$ cat config.mk
export PLATFORM = sky130hd
export DESIGN_NAME = simple_mem_arbiter
export DESIGN_NICKNAME = d
export VERILOG_FILES = /design/src/rtl/simple_mem_arbiter.sv
export SDC_FILE = /design/constraint.sdc
export NUM_CORES = 1
export LEC_CHECK = 0
export CORE_AREA = 2 2 121 123
export DETAILED_ROUTE_END_ITERATION = 16
export DIE_AREA = 0 0 123 125
export GPL_ROUTABILITY_DRIVEN = 0
export PLACE_DENSITY_LB_ADDON = 0.08
export REMOVE_ABC_BUFFERS = 1
export SLEW_MARGIN = 10
export SYNTH_ARGS = -nofsm -noshare
export SYNTH_HDL_FRONTEND = slang
export SYNTH_SLANG_ARGS = --single-unit
$ cat constraint.sdc
create_clock -name clock -period 2.06 [get_ports clock]
set_input_delay 0.412 -clock clock [delete_from_list [all_inputs] [get_ports clock]]
set_output_delay 0.412 -clock clock [all_outputs]
set_load 0.05 [all_outputs]
$ cat src/rtl/simple_mem_arbiter.sv
// Two-master (IFU/LSU) round-robin arbiter and sequencer for a single simple-bus memory port.
// Holds at most one transaction and returns a one-cycle response pulse after a fixed latency.
module simple_mem_arbiter #(
  parameter int RESP_LATENCY = 2
) (
  input  logic        clock,
  input  logic        reset,
  input  logic        ifu_req_valid,
  input  logic [31:0] ifu_req_addr,
  input  logic        ifu_req_writeEn,
  input  logic [2:0]  ifu_req_size,
  input  logic [31:0] ifu_req_wdata,
  output logic        ifu_req_ready,
  output logic        ifu_resp_valid,
  output logic [31:0] ifu_resp_rdata,
  input  logic        lsu_req_valid,
  input  logic [31:0] lsu_req_addr,
  input  logic        lsu_req_writeEn,
  input  logic [2:0]  lsu_req_size,
  input  logic [31:0] lsu_req_wdata,
  output logic        lsu_req_ready,
  output logic        lsu_resp_valid,
  output logic [31:0] lsu_resp_rdata,
  output logic        mem_valid,
  output logic [31:0] mem_addr,
  output logic        mem_writeEn,
  output logic [2:0]  mem_size,
  output logic [31:0] mem_wdata,
  input  logic        mem_ready,
  input  logic [31:0] mem_rdata
);

  localparam logic       SEL_IFU  = 1'b0;
  localparam logic       SEL_LSU  = 1'b1;
  localparam logic [3:0] CNT_INIT = 4'(RESP_LATENCY - 1);

  typedef enum logic [1:0] {IDLE, REQ, WAIT, RESP} state_t;

  state_t      state;
  state_t      state_nxt;
  logic        owner;
  logic        last_grant;
  logic [3:0]  cnt;
  logic [31:0] resp_rdata;
  logic        grant_ifu;
  logic        grant_lsu;

  // LSU wins when it is the only requester, or on a tie when IFU was served last.
  function automatic logic pick_lsu(input logic ifu_v, input logic lsu_v, input logic last);
    return lsu_v && (!ifu_v || (last == SEL_IFU));
  endfunction

  always_comb begin
    state_nxt = state;
    grant_ifu = 1'b0;
    grant_lsu = 1'b0;
    case (state)
      IDLE: begin
        if (!reset) begin
          if (pick_lsu(ifu_req_valid, lsu_req_valid, last_grant)) begin
            grant_lsu = 1'b1;
            state_nxt = REQ;
          end else if (ifu_req_valid) begin
            grant_ifu = 1'b1;
            state_nxt = REQ;
          end
        end
      end
      REQ:  if (mem_ready) state_nxt = WAIT;
      WAIT: if (cnt == 4'd0) state_nxt = RESP;
      RESP: state_nxt = IDLE;
      default: state_nxt = IDLE;
    endcase
  end

  always_ff @(posedge clock) begin
    if (reset) begin
      state       <= IDLE;
      owner       <= SEL_IFU;
      last_grant  <= SEL_LSU;
      cnt         <= 4'd0;
      mem_addr    <= 32'd0;
      mem_writeEn <= 1'b0;
      mem_size    <= 3'd0;
      mem_wdata   <= 32'd0;
      resp_rdata  <= 32'd0;
    end else begin
      state <= state_nxt;
      if (grant_ifu || grant_lsu) begin
        owner       <= grant_lsu;
        last_grant  <= grant_lsu;
        mem_addr    <= grant_lsu ? lsu_req_addr    : ifu_req_addr;
        mem_writeEn <= grant_lsu ? lsu_req_writeEn : ifu_req_writeEn;
        mem_size    <= grant_lsu ? lsu_req_size    : ifu_req_size;
        mem_wdata   <= grant_lsu ? lsu_req_wdata   : ifu_req_wdata;
      end
      if (state == REQ && mem_ready) begin
        cnt <= CNT_INIT;
      end else if (state == WAIT && cnt != 4'd0) begin
        cnt <= cnt - 4'd1;
      end
      // Writes capture too; the value is simply ignored by the master.
      if (state == WAIT && cnt == 4'd0) begin
        resp_rdata <= mem_rdata;
      end
    end
  end

  assign ifu_req_ready  = grant_ifu;
  assign lsu_req_ready  = grant_lsu;
  assign mem_valid      = (state == REQ);
  assign ifu_resp_valid = (state == RESP) && (owner == SEL_IFU);
  assign lsu_resp_valid = (state == RESP) && (owner == SEL_LSU);
  assign ifu_resp_rdata = resp_rdata;
  assign lsu_resp_rdata = resp_rdata;

endmodule

==> results.py <==
metrics = {
    "routing": {
        "via_count": 4687,
        "drt_pass1_iterations": 4,
        "routed_wl_mm": 16.72,
        "viasPerCell": 4.783,
        "drt_iter0_drc": 281,
        "ant_nets": 0,
        "drc": 0,
        "wl_per_cell_um": 17.06,
    },
    "final_layout": {
        "layout_common_cells": "clkdlybuf4s50_1, dfxtp_1, a21oi_1",
        "layout_commonest_cell": "clkdlybuf4s50_1",
        "layout-drive-gt1-share_pct": 13.94,
        "area_growth_pct": 73.68,
        "nets": 969,
        "fill_cells": 1240,
        "insertedDiodeCount": 0,
    },
    "global_routing": {
        "first_global_vias": 4704,
        "antenna_found_initial": 0,
        "track_usage_pct": 21.31,
        "grt_pass1_wl_mm": 25.42,
        "overflow": 0,
        "grt_max_degree": 100,
    },
    "floorplanning": {
        "num_rows": 44,
        "dieArea_mm2": 0.01538,
        "die_width_um": 123,
        "core_mm2": 0.01420,
        "die_h_um": 125,
        "io_pins": 310,
        "start_util_pct": 33.10,
    },
    "critical_path": {
        "worstSetupPathType": "reg -> out",
        "slowest_delay_ns": 0.84,
        "critical_path_required_ns": 1.65,
        "cp.arrival_ns": 1.58,
        "path_cells": "clkdlybuf4s50_1",
        "ff2ff_setup_slack_ns": 0.28,
        "path_buf_inv": 1,
        "worstSetupEndpointType": "primary output",
        "cp_slowest_cell": "clkdlybuf4s50_1",
        "startpoint_type": "flop",
        "critical_path.top_delay_family": "buffers and inverters",
        "worst-path-stages": 1,
        "timing.rr.start": "state[0]",
        "reg2regPathDepth": 7,
        "timing.rr.end": "mem_wdata[17]",
        "crit_start": "ifu_resp_rdata[19]",
        "crit_path_max_fanout": 3,
        "crit_end": "ifu_resp_rdata[19]",
    },
    "yosys": {
        "syn_inst": 533,
        "ys_types": 34,
        "synth-seq-area-share_pct": 45.98,
        "yosys_warnings": 0,
        "ys_ff_latch": 108,
        "netlist_area_mm2": 0.004702,
        "syn_area_per_cell_um2": 8.822,
    },
    "min_path": {
        "hold_path.class": "reg -> reg",
    },
    "timing": {
        "tns_ns": 0,
        "period_needed_ns": 1.988,
        "hold_slack_ns": 0.4698,
        "finalClockSkew_ns": 0.008195,
        "worst-slew-pin-transition_ns": 0.5663,
        "setup_viol": 0,
        "slew_headroom_pct": 62.13,
        "fmax_mhz": 503.1,
        "hold_viol_final": 0,
        "finalMaxSlewViolations": 0,
        "period_share_pct": 96.49,
        "setup_ws_ns": 0.07238,
        "rsz0062_at_grt": "no",
    },
    "place": {
        "dp_hpwl_mm": 12.11,
        "post-place-ws_ns": -0.1010,
        "io_buffers": 309,
    },
    "clocking": {
        "cts-root-buf": "clkbuf_16",
        "cts_tree": "built",
        "clock_latency_ns": 0.35,
        "hold_buffers": 0,
        "clock_path_buffers": 2,
        "clk_pin_slew_ns": 0.08,
        "cts_max_level": 3,
        "numCtsBuffers": 9,
        "cts_sinks": 108,
    },
    "pwr": {
        "ir_worst_vdd_uv": 677.8,
        "total_power_uw": 10880,
        "power_density_mw_per_mm2": 1332,
        "leakagePower_uw": 0.003115,
    },
    "status": {
        "status": "complete, no violations",
    },
    "flow_run": {
        "maxCapViolations": 0,
    },
}
-- report_power, final --
group          switching, µW  internal (µW)  leakage [µW]
combinational           3670           2230       0.00206
sequential               344           2660      0.000893
clock                    791           1180      0.000161
-- area by class of cell --
cell class	count	area (µm²)	share of cell area (%)
clock buffers	9	225.2	2.758
inverters	76	287.8	3.524
multi-input cells	272	1869	22.89
clock inverters	7	115.1	1.410
repair buffers	324	3274	40.09
well taps	184	230.2	2.819
flip-flops and latches	108	2165	26.51
-- tightest hold or removal path: cells and delay by family, from the launching register on --
kind,cells,cell delay [ns]
simple gates,1,0.05
compound gates,1,0.05
flops,1,0.32
-- routing by layer --
| metal | track usage, % | wire, µm | part of all wire (%) |
|---|---|---|---|
| met5 | 0 | 0 | 0 |
| met4 | 8.222 | 453 | 2.7 |
| met3 | 8.075 | 1588 | 9.5 |
| met2 | 36.30 | 8181 | 49 |
| met1 | 23.84 | 6497 | 39 |
-- synth_stat cells (all sizes together) --
cell type	number	area [µm²]
o211ai	1	7.510
a311oi	2	17.52
nor2b	2	12.51
dfxtp	108	2162
o221a	68	765.7
nor2	3	11.26
o211a	1	10.01
mux2i	1	10.01
nand4b	1	8.760
a222oi	1	10.01
and2	1	6.260
nand4bb	1	11.26
a21bo	1	10.01
a21o	1	7.510
xor2	1	8.760
inv	76	285.3
or3b	1	8.760
ha	5	62.56
nor4bb	1	10.01
a211o	3	26.28
nand2b	3	18.77
o21ai	2	10.00
nand2	66	247.7
buf	50	336.6
or3	1	6.260
nor3	1	5.000
a21oi	103	515.5
clkbuf	27	101.4
a221oi	1	8.760
-- worst min-delay path by stage --
stage	end	slack [ns]	from	cells past startpoint
floorplan	owner	0.46	owner	2
CTS	ifu_resp_rdata[27]	0.47	ifu_resp_rdata[27]	2
detailed placement	ifu_resp_rdata[27]	0.46	ifu_resp_rdata[27]	2
global placement	ifu_resp_rdata[22]	0.46	ifu_resp_rdata[22]	2
finish	ifu_resp_rdata[29]	0.47	ifu_resp_rdata[29]	2
global route	ifu_resp_rdata[5]	0.49	ifu_resp_rdata[5]	2
-- per-stage QoR --
stage          cells  instance area, µm²  utilization, %
2_1_floorplan    456                4264               -
3_3_place_gp     963                7784           54.80
3_5_place_dp     963                7784           54.80
4_1_cts          979                8143           57.33
5_1_grt          980                8167           57.50
6_report         980                8167           57.50
-- state kept, by name (all words and copies together), names as in the netlist --
register	flops
mem_writeEn	1
cnt	4
owner	1
state	2
last_grant	1
mem_addr	32
ifu_resp_rdata	32
mem_size	3
mem_wdata	32
-- kinds of logic (layout without fill, tap and decap cells) --
logic type,Yosys count,count (layout),share of synthesized area [%]
buffers and inverters,153,416,15.38
AND/OR/NAND/NOR,81,81,7.371
AO/OA/AOI/OAI,184,184,29.54
XOR/XNOR,1,1,0.1863
multiplexers,1,1,0.2129
adder cells (fa/ha/maj),5,5,1.330
flip-flops,108,108,45.98
-- what timing repair did --
item                       in CTS  in global routing
pin swaps                       1                  1
gates resized for setup         8                  5
cloned                          0                  0
buffers inserted                0                  1
setup endpoints to repair       2                  2
hold endpoints to repair        0                  0
Note: power is estimated with default switching activity, not from simulation.
